### src/rtl/an_code_pkg.sv
// Shared AN-code constants and types for the encoder, decoder and their benches.
package an_code_pkg;

  localparam int A       = 61;
  localparam int K       = 24;
  localparam int A_WIDTH = 6;
  localparam int N       = K + A_WIDTH;
  localparam int CNT_W   = 16;

  // Largest legal codeword, A*(2**K-1); it must fit in N bits.
  localparam longint unsigned MAX_CODE = longint'(A) * ((longint'(1) << K) - 1);

  typedef enum logic [1:0] {
    IDLE = 2'd0,
    BUSY = 2'd1,
    DONE = 2'd2
  } state_e;

endpackage

### src/rtl/an_encoder_seq.sv
// Sequential AN-code encoder: X = A*D by shift-add over the bits of A, one bit
// per cycle, with an optional error mask XORed onto the delivered codeword.
module an_encoder_seq #(
  parameter int A       = an_code_pkg::A,
  parameter int K       = an_code_pkg::K,
  parameter int A_WIDTH = an_code_pkg::A_WIDTH,
  parameter int N       = an_code_pkg::N,
  parameter int CNT_W   = an_code_pkg::CNT_W
) (
  input  logic             clk,
  input  logic             rst,
  input  logic             in_valid,
  output logic             in_ready,
  input  logic [K-1:0]     in_data,
  input  logic [N-1:0]     in_err_mask,
  output logic             out_valid,
  input  logic             out_ready,
  output logic [N-1:0]     out_code,
  output logic [CNT_W-1:0] code_cnt
);

  import an_code_pkg::*;

  localparam int                  IDX_W    = (A_WIDTH > 1) ? $clog2(A_WIDTH) : 1;
  localparam logic [IDX_W-1:0]    LAST_IDX = IDX_W'(A_WIDTH - 1);
  localparam logic [A_WIDTH-1:0]  A_BITS   = A_WIDTH'(A);

  if ((A % 2) == 0) begin : g_a_even
    $fatal(1, "an_encoder_seq: A must be odd");
  end
  if (A >= (1 << A_WIDTH)) begin : g_a_wide
    $fatal(1, "an_encoder_seq: A must be below 2**A_WIDTH");
  end
  if (N != K + A_WIDTH) begin : g_n_bad
    $fatal(1, "an_encoder_seq: N must equal K + A_WIDTH");
  end

  state_e           state_q, state_d;
  logic [K-1:0]     data_q,  data_d;
  logic [N-1:0]     mask_q,  mask_d;
  logic [N-1:0]     acc_q,   acc_d;
  logic [IDX_W-1:0] idx_q,   idx_d;
  logic [N-1:0]     code_q,  code_d;
  logic [CNT_W-1:0] cnt_q,   cnt_d;

  logic             accept;
  logic             transfer;
  logic             last_step;
  logic [N-1:0]     partial;
  logic [N-1:0]     acc_sum;

  assign accept    = in_valid && in_ready;
  assign transfer  = out_valid && out_ready;
  assign last_step = (state_q == BUSY) && (idx_q == LAST_IDX);

  // One shift-add step; A*(2**K-1) < 2**N so the N-bit sum never overflows.
  assign partial = A_BITS[idx_q] ? (N'(data_q) << idx_q) : '0;
  assign acc_sum = acc_q + partial;

  // NOTE: sequential state uses non-blocking assignments only, so every
  // register samples the pre-edge values regardless of statement order.
  always_ff @(posedge clk or posedge rst) begin
    if (rst) begin
      state_q <= IDLE;
      data_q  <= '0;
      mask_q  <= '0;
      acc_q   <= '0;
      idx_q   <= '0;
      code_q  <= '0;
      cnt_q   <= '0;
    end else begin
      state_q <= state_d;
      data_q  <= data_d;
      mask_q  <= mask_d;
      acc_q   <= acc_d;
      idx_q   <= idx_d;
      code_q  <= code_d;
      cnt_q   <= cnt_d;
    end
  end

  // NOTE: every signal assigned in always_comb gets a default first, so no
  // path through the case leaves it unassigned and no latch is inferred.
  always_comb begin
    state_d = state_q;
    unique case (state_q)
      IDLE:    if (accept) state_d = BUSY;
      BUSY:    if (last_step) state_d = DONE;
      DONE: begin
        if (transfer) state_d = accept ? BUSY : IDLE;
      end
      default: state_d = IDLE;
    endcase
  end

  always_comb begin
    data_d = data_q;
    mask_d = mask_q;
    acc_d  = acc_q;
    idx_d  = idx_q;
    code_d = code_q;
    cnt_d  = cnt_q;

    if (transfer) cnt_d = cnt_q + 1'b1;

    if (accept) begin
      data_d = in_data;
      mask_d = in_err_mask;
      acc_d  = '0;
      idx_d  = '0;
    end else if (state_q == BUSY) begin
      acc_d = acc_sum;
      idx_d = idx_q + 1'b1;
      if (last_step) code_d = acc_sum ^ mask_q;
    end
  end

  // Accepting in DONE is only allowed when the current codeword leaves on the same edge.
  always_comb begin
    in_ready  = (state_q == IDLE) || ((state_q == DONE) && out_ready);
    out_valid = (state_q == DONE);
    out_code  = code_q;
    code_cnt  = cnt_q;
  end

endmodule

### config.mk
export PLATFORM = sky130hd
export DESIGN_NAME = an_encoder_seq
export DESIGN_NICKNAME = d
export VERILOG_FILES = /design/src/rtl/an_code_pkg.sv /design/src/rtl/an_encoder_seq.sv
export SDC_FILE = /design/constraint.sdc
export NUM_CORES = 1
export LEC_CHECK = 0
export CORE_MARGIN = 10
export CORE_UTILIZATION = 45
export CTS_BUF_LIST = sky130_fd_sc_hd__clkbuf_8 sky130_fd_sc_hd__clkbuf_16
export DETAILED_ROUTE_END_ITERATION = 10
export PLACE_DENSITY = 0.68
export SLEW_MARGIN = 20
export SYNTH_ARGS = -nofsm -noshare
export SYNTH_HDL_FRONTEND = slang
export SYNTH_SLANG_ARGS = --single-unit
### constraint.sdc
create_clock -name clk -period 9.8 [get_ports clk]
set_input_delay 1.96 -clock clk [delete_from_list [all_inputs] [get_ports clk]]
set_output_delay 1.96 -clock clk [all_outputs]
set_load 0.005 [all_outputs]
==> flow_metrics.tcl <==
set metrics [dict create \
    run_status "finished, final reports clean" \
    wl_met3_um 927 \
    worst_skew_pair.late_latency_ps 430 \
    worst_setup_path_end_kind "output pin" \
    post_synth_most_frequent_cells "135 x sky130_fd_sc_hd__dfrtp_1, 122 x sky130_fd_sc_hd__nand2_1, 75 x sky130_fd_sc_hd__mux2_2" \
    inserted_clock_buffers 17 \
    timing.max_cap.violations 0 \
    rows 47 \
    synth_edf_count 0 \
    clk_pin_slew_worst_paths_ps 60 \
    htree_num_levels 4 \
    globalRouteTotalUtil_pct 15.9 \
    synth.ff_latch_count 135 \
    ctsHoldBuffers 0 \
    total_negative_setup_slacks_ps 0 \
    post-synth-top-count-cell "sky130_fd_sc_hd__dfrtp_1" \
    final_area_um2 9420 \
    fin_nets 938 \
    synth_largest_type_area_fraction_pct 44.2 \
    routed_wl_um 17500 \
    port_buffers 105 \
    report.final.slew_viol_count 0 \
    met2RoutedLength_um 7540 \
    postSynthNetCount 852 \
    post-synth-top-area-cell "sky130_fd_sc_hd__dfrtp_1" \
    drtAntennaViolNets 0 \
    yosys-top-cells-area "sky130_fd_sc_hd__dfrtp_1 44%, sky130_fd_sc_hd__mux2_2 11%, sky130_fd_sc_hd__xnor2_1 6.3%, sky130_fd_sc_hd__nand2_1 6.0%, sky130_fd_sc_hd__ha_1 5.2%" \
    vias 5680 \
    max_slew.worst_pin.slew_ps 1050 \
    grt_max_degree 89 \
    grt_first_pass_wirelength_um 28800 \
    synth.yosys.seq_area_share_pct 44.2 \
    pin_count 106 \
    clk_path_buf_depth 2 \
    syn-cell-area_um2 7640 \
    place.gp.congestion 0.854 \
    cts.root.buffer_cell "sky130_fd_sc_hd__clkbuf_16" \
    highest_layer "met4" \
    syn2layout_area_growth_pct 23.3 \
    initialDrtViolationCount 358 \
    antenna_found_initial 0 \
    synth_flop_cell "sky130_fd_sc_hd__dfrtp_1" \
    unrepaired_setup_endpoints_after_global_routing "false" \
    netlist_instances 761 \
    grt_pass1_vias 5578 \
    critical_path_class "in2out" \
    final.setup_skew_ps 10.2 \
    cts_setup_buffers 0 \
    layout.core_utilization_pct 56.6 \
    mean_area_per_synthesized_cell_um2 10.0 \
    drc_errors 0 \
    wl_per_cell_um 16.3 \
    hold_crit_path_type "reg2reg" \
    tritoncts_num_sinks 135 \
    detailedRoute.firstPassIterationCount 4 \
    post_dp_cell_area_um2 8860 \
    cts_tree "yes" \
    final.min_clock_period_ps 5140 \
    cp_data_arrival_time_ps 3180 \
    hold_violations 0 \
    vias_per_cell 5.27 \
    fin_ws_ps 4660 \
    max_freq_ghz 0.194 \
    final_layout_size_suffix_gt1_share_pct 14.1 \
    antenna-diode-count 0 \
    worst-path-max-fanout 2 \
    coreArea_um2 16600 \
    chipHeight_um 150 \
    die_outline_width_um 150 \
    place_hpwl_um 12400 \
    cp.required_ps 7840 \
    synth.lib_cells_used.distinct 49 \
    grt-ovfl-total 0 \
    slew_headroom_pct 30.0 \
    routedLengthMet1_um 8840 \
    startpoint_kind_of_the_worst_setup_timing_path "primary input" \
    ys.warnings.count 0 \
    detailedPlace.worstSlack_ps 4650 \
    die-area_um2 22600 \
    async_flop_share_pct 100 \
    floorplan.initialDensity_pct 45.9 \
    cts-resized-gates 0 \
    finalCritPeriodShare_pct 52.5 \
    finalSetupViolations 0 \
]
placed cells by master, fill, tap and decap left out, types with 4 or more instances in the layout:
master                            instances
sky130_fd_sc_hd__buf_4                    6
sky130_fd_sc_hd__o21ai_0                 73
sky130_fd_sc_hd__and3_1                   5
sky130_fd_sc_hd__nor2b_1                  5
sky130_fd_sc_hd__nor2_1                  29
sky130_fd_sc_hd__ha_1                    32
sky130_fd_sc_hd__xnor2_1                 55
sky130_fd_sc_hd__clkinvlp_4               4
sky130_fd_sc_hd__o22ai_1                 23
sky130_fd_sc_hd__o31ai_1                  4
sky130_fd_sc_hd__a21o_1                  11
sky130_fd_sc_hd__dfrtp_1                135
sky130_fd_sc_hd__and2_1                   4
sky130_fd_sc_hd__mux2_2                  75
sky130_fd_sc_hd__o21bai_1                 4
sky130_fd_sc_hd__nand3_1                 12
sky130_fd_sc_hd__clkdlybuf4s50_1        105
sky130_fd_sc_hd__clkbuf_16               17
sky130_fd_sc_hd__nand4_1                  8
sky130_fd_sc_hd__xor2_1                  20
sky130_fd_sc_hd__inv_1                   11
sky130_fd_sc_hd__nand2_1                122
sky130_fd_sc_hd__a21oi_1                 23
sky130_fd_sc_hd__clkbuf_8                 4
sky130_fd_sc_hd__mux2i_1                 24
layout make-up:
type	instances	area, um^2
multi-input cells	570	4070
fillers	1473	7220
well taps	220	275
repair buffers	111	1100
inverters	12	47.5
clock inverters	8	75.1
clock buffers	21	480
flip-flops and latches	135	3380
cells by family after synthesis:
kind of cell	synth area share (%)
multiplexers	14.2
buffers and inverters	2.75
AO/OA/AOI/OAI	13.3
XOR/XNOR	8.89
flip-flops	44.2
AND/OR/NAND/NOR	11.1
adder cells (fa/ha/maj)	5.50
critical path, stage by stage:
cell and delay [ps]:
sky130_fd_sc_hd__clkdlybuf4s50_1 470, sky130_fd_sc_hd__inv_1 50, sky130_fd_sc_hd__a21oi_1 180, sky130_fd_sc_hd__clkdlybuf4s50_1 530
through the flow:
| stage | cells | hold slack [ps] |
|---|---|---|
| 6_report | 1077 | 471 |
| 5_1_grt | 1077 | 502 |
| 4_1_cts | 1077 | 477 |
| 3_5_place_dp | 1048 | 465 |
| 3_3_place_gp | 1048 | 463 |
| 2_1_floorplan | 761 | 468 |
layer usage:
| metal | global-route usage [%] | vias up |
|---|---|---|
| met5 | 0 | - |
| met4 | 5.20 | 0 |
| met3 | 4.41 | 13 |
| met2 | 23.1 | 120 |
| met1 | 22.2 | 2691 |
| li1 | - | 2856 |
state kept, by name, summed over array words and instances, names as in the netlist:
signal,flops
acc_q,30
mask_q,30
out_code,30
data_q,24
code_cnt,16
idx_q,3
state_q,2
path summary, 6_finish.rpt:
path / start / to / slack (ps) / cells after the start
max in group asynchronous: rst / acc_q[24] / 6810 / 3
max reg2reg: idx_q[1] / acc_q[29] / 5680 / 14
min: code_cnt[15] / code_cnt[15] / 470 / 1
min in group asynchronous: rst / code_cnt[2] / 1930 / 2
max: out_ready / in_ready / 4660 / 4
min reg2reg: code_cnt[15] / code_cnt[15] / 470 / 1
Power is left out: the tool's default activity adds up to more than one toggle a clock period on the data nets, which glitch-free logic cannot reach.
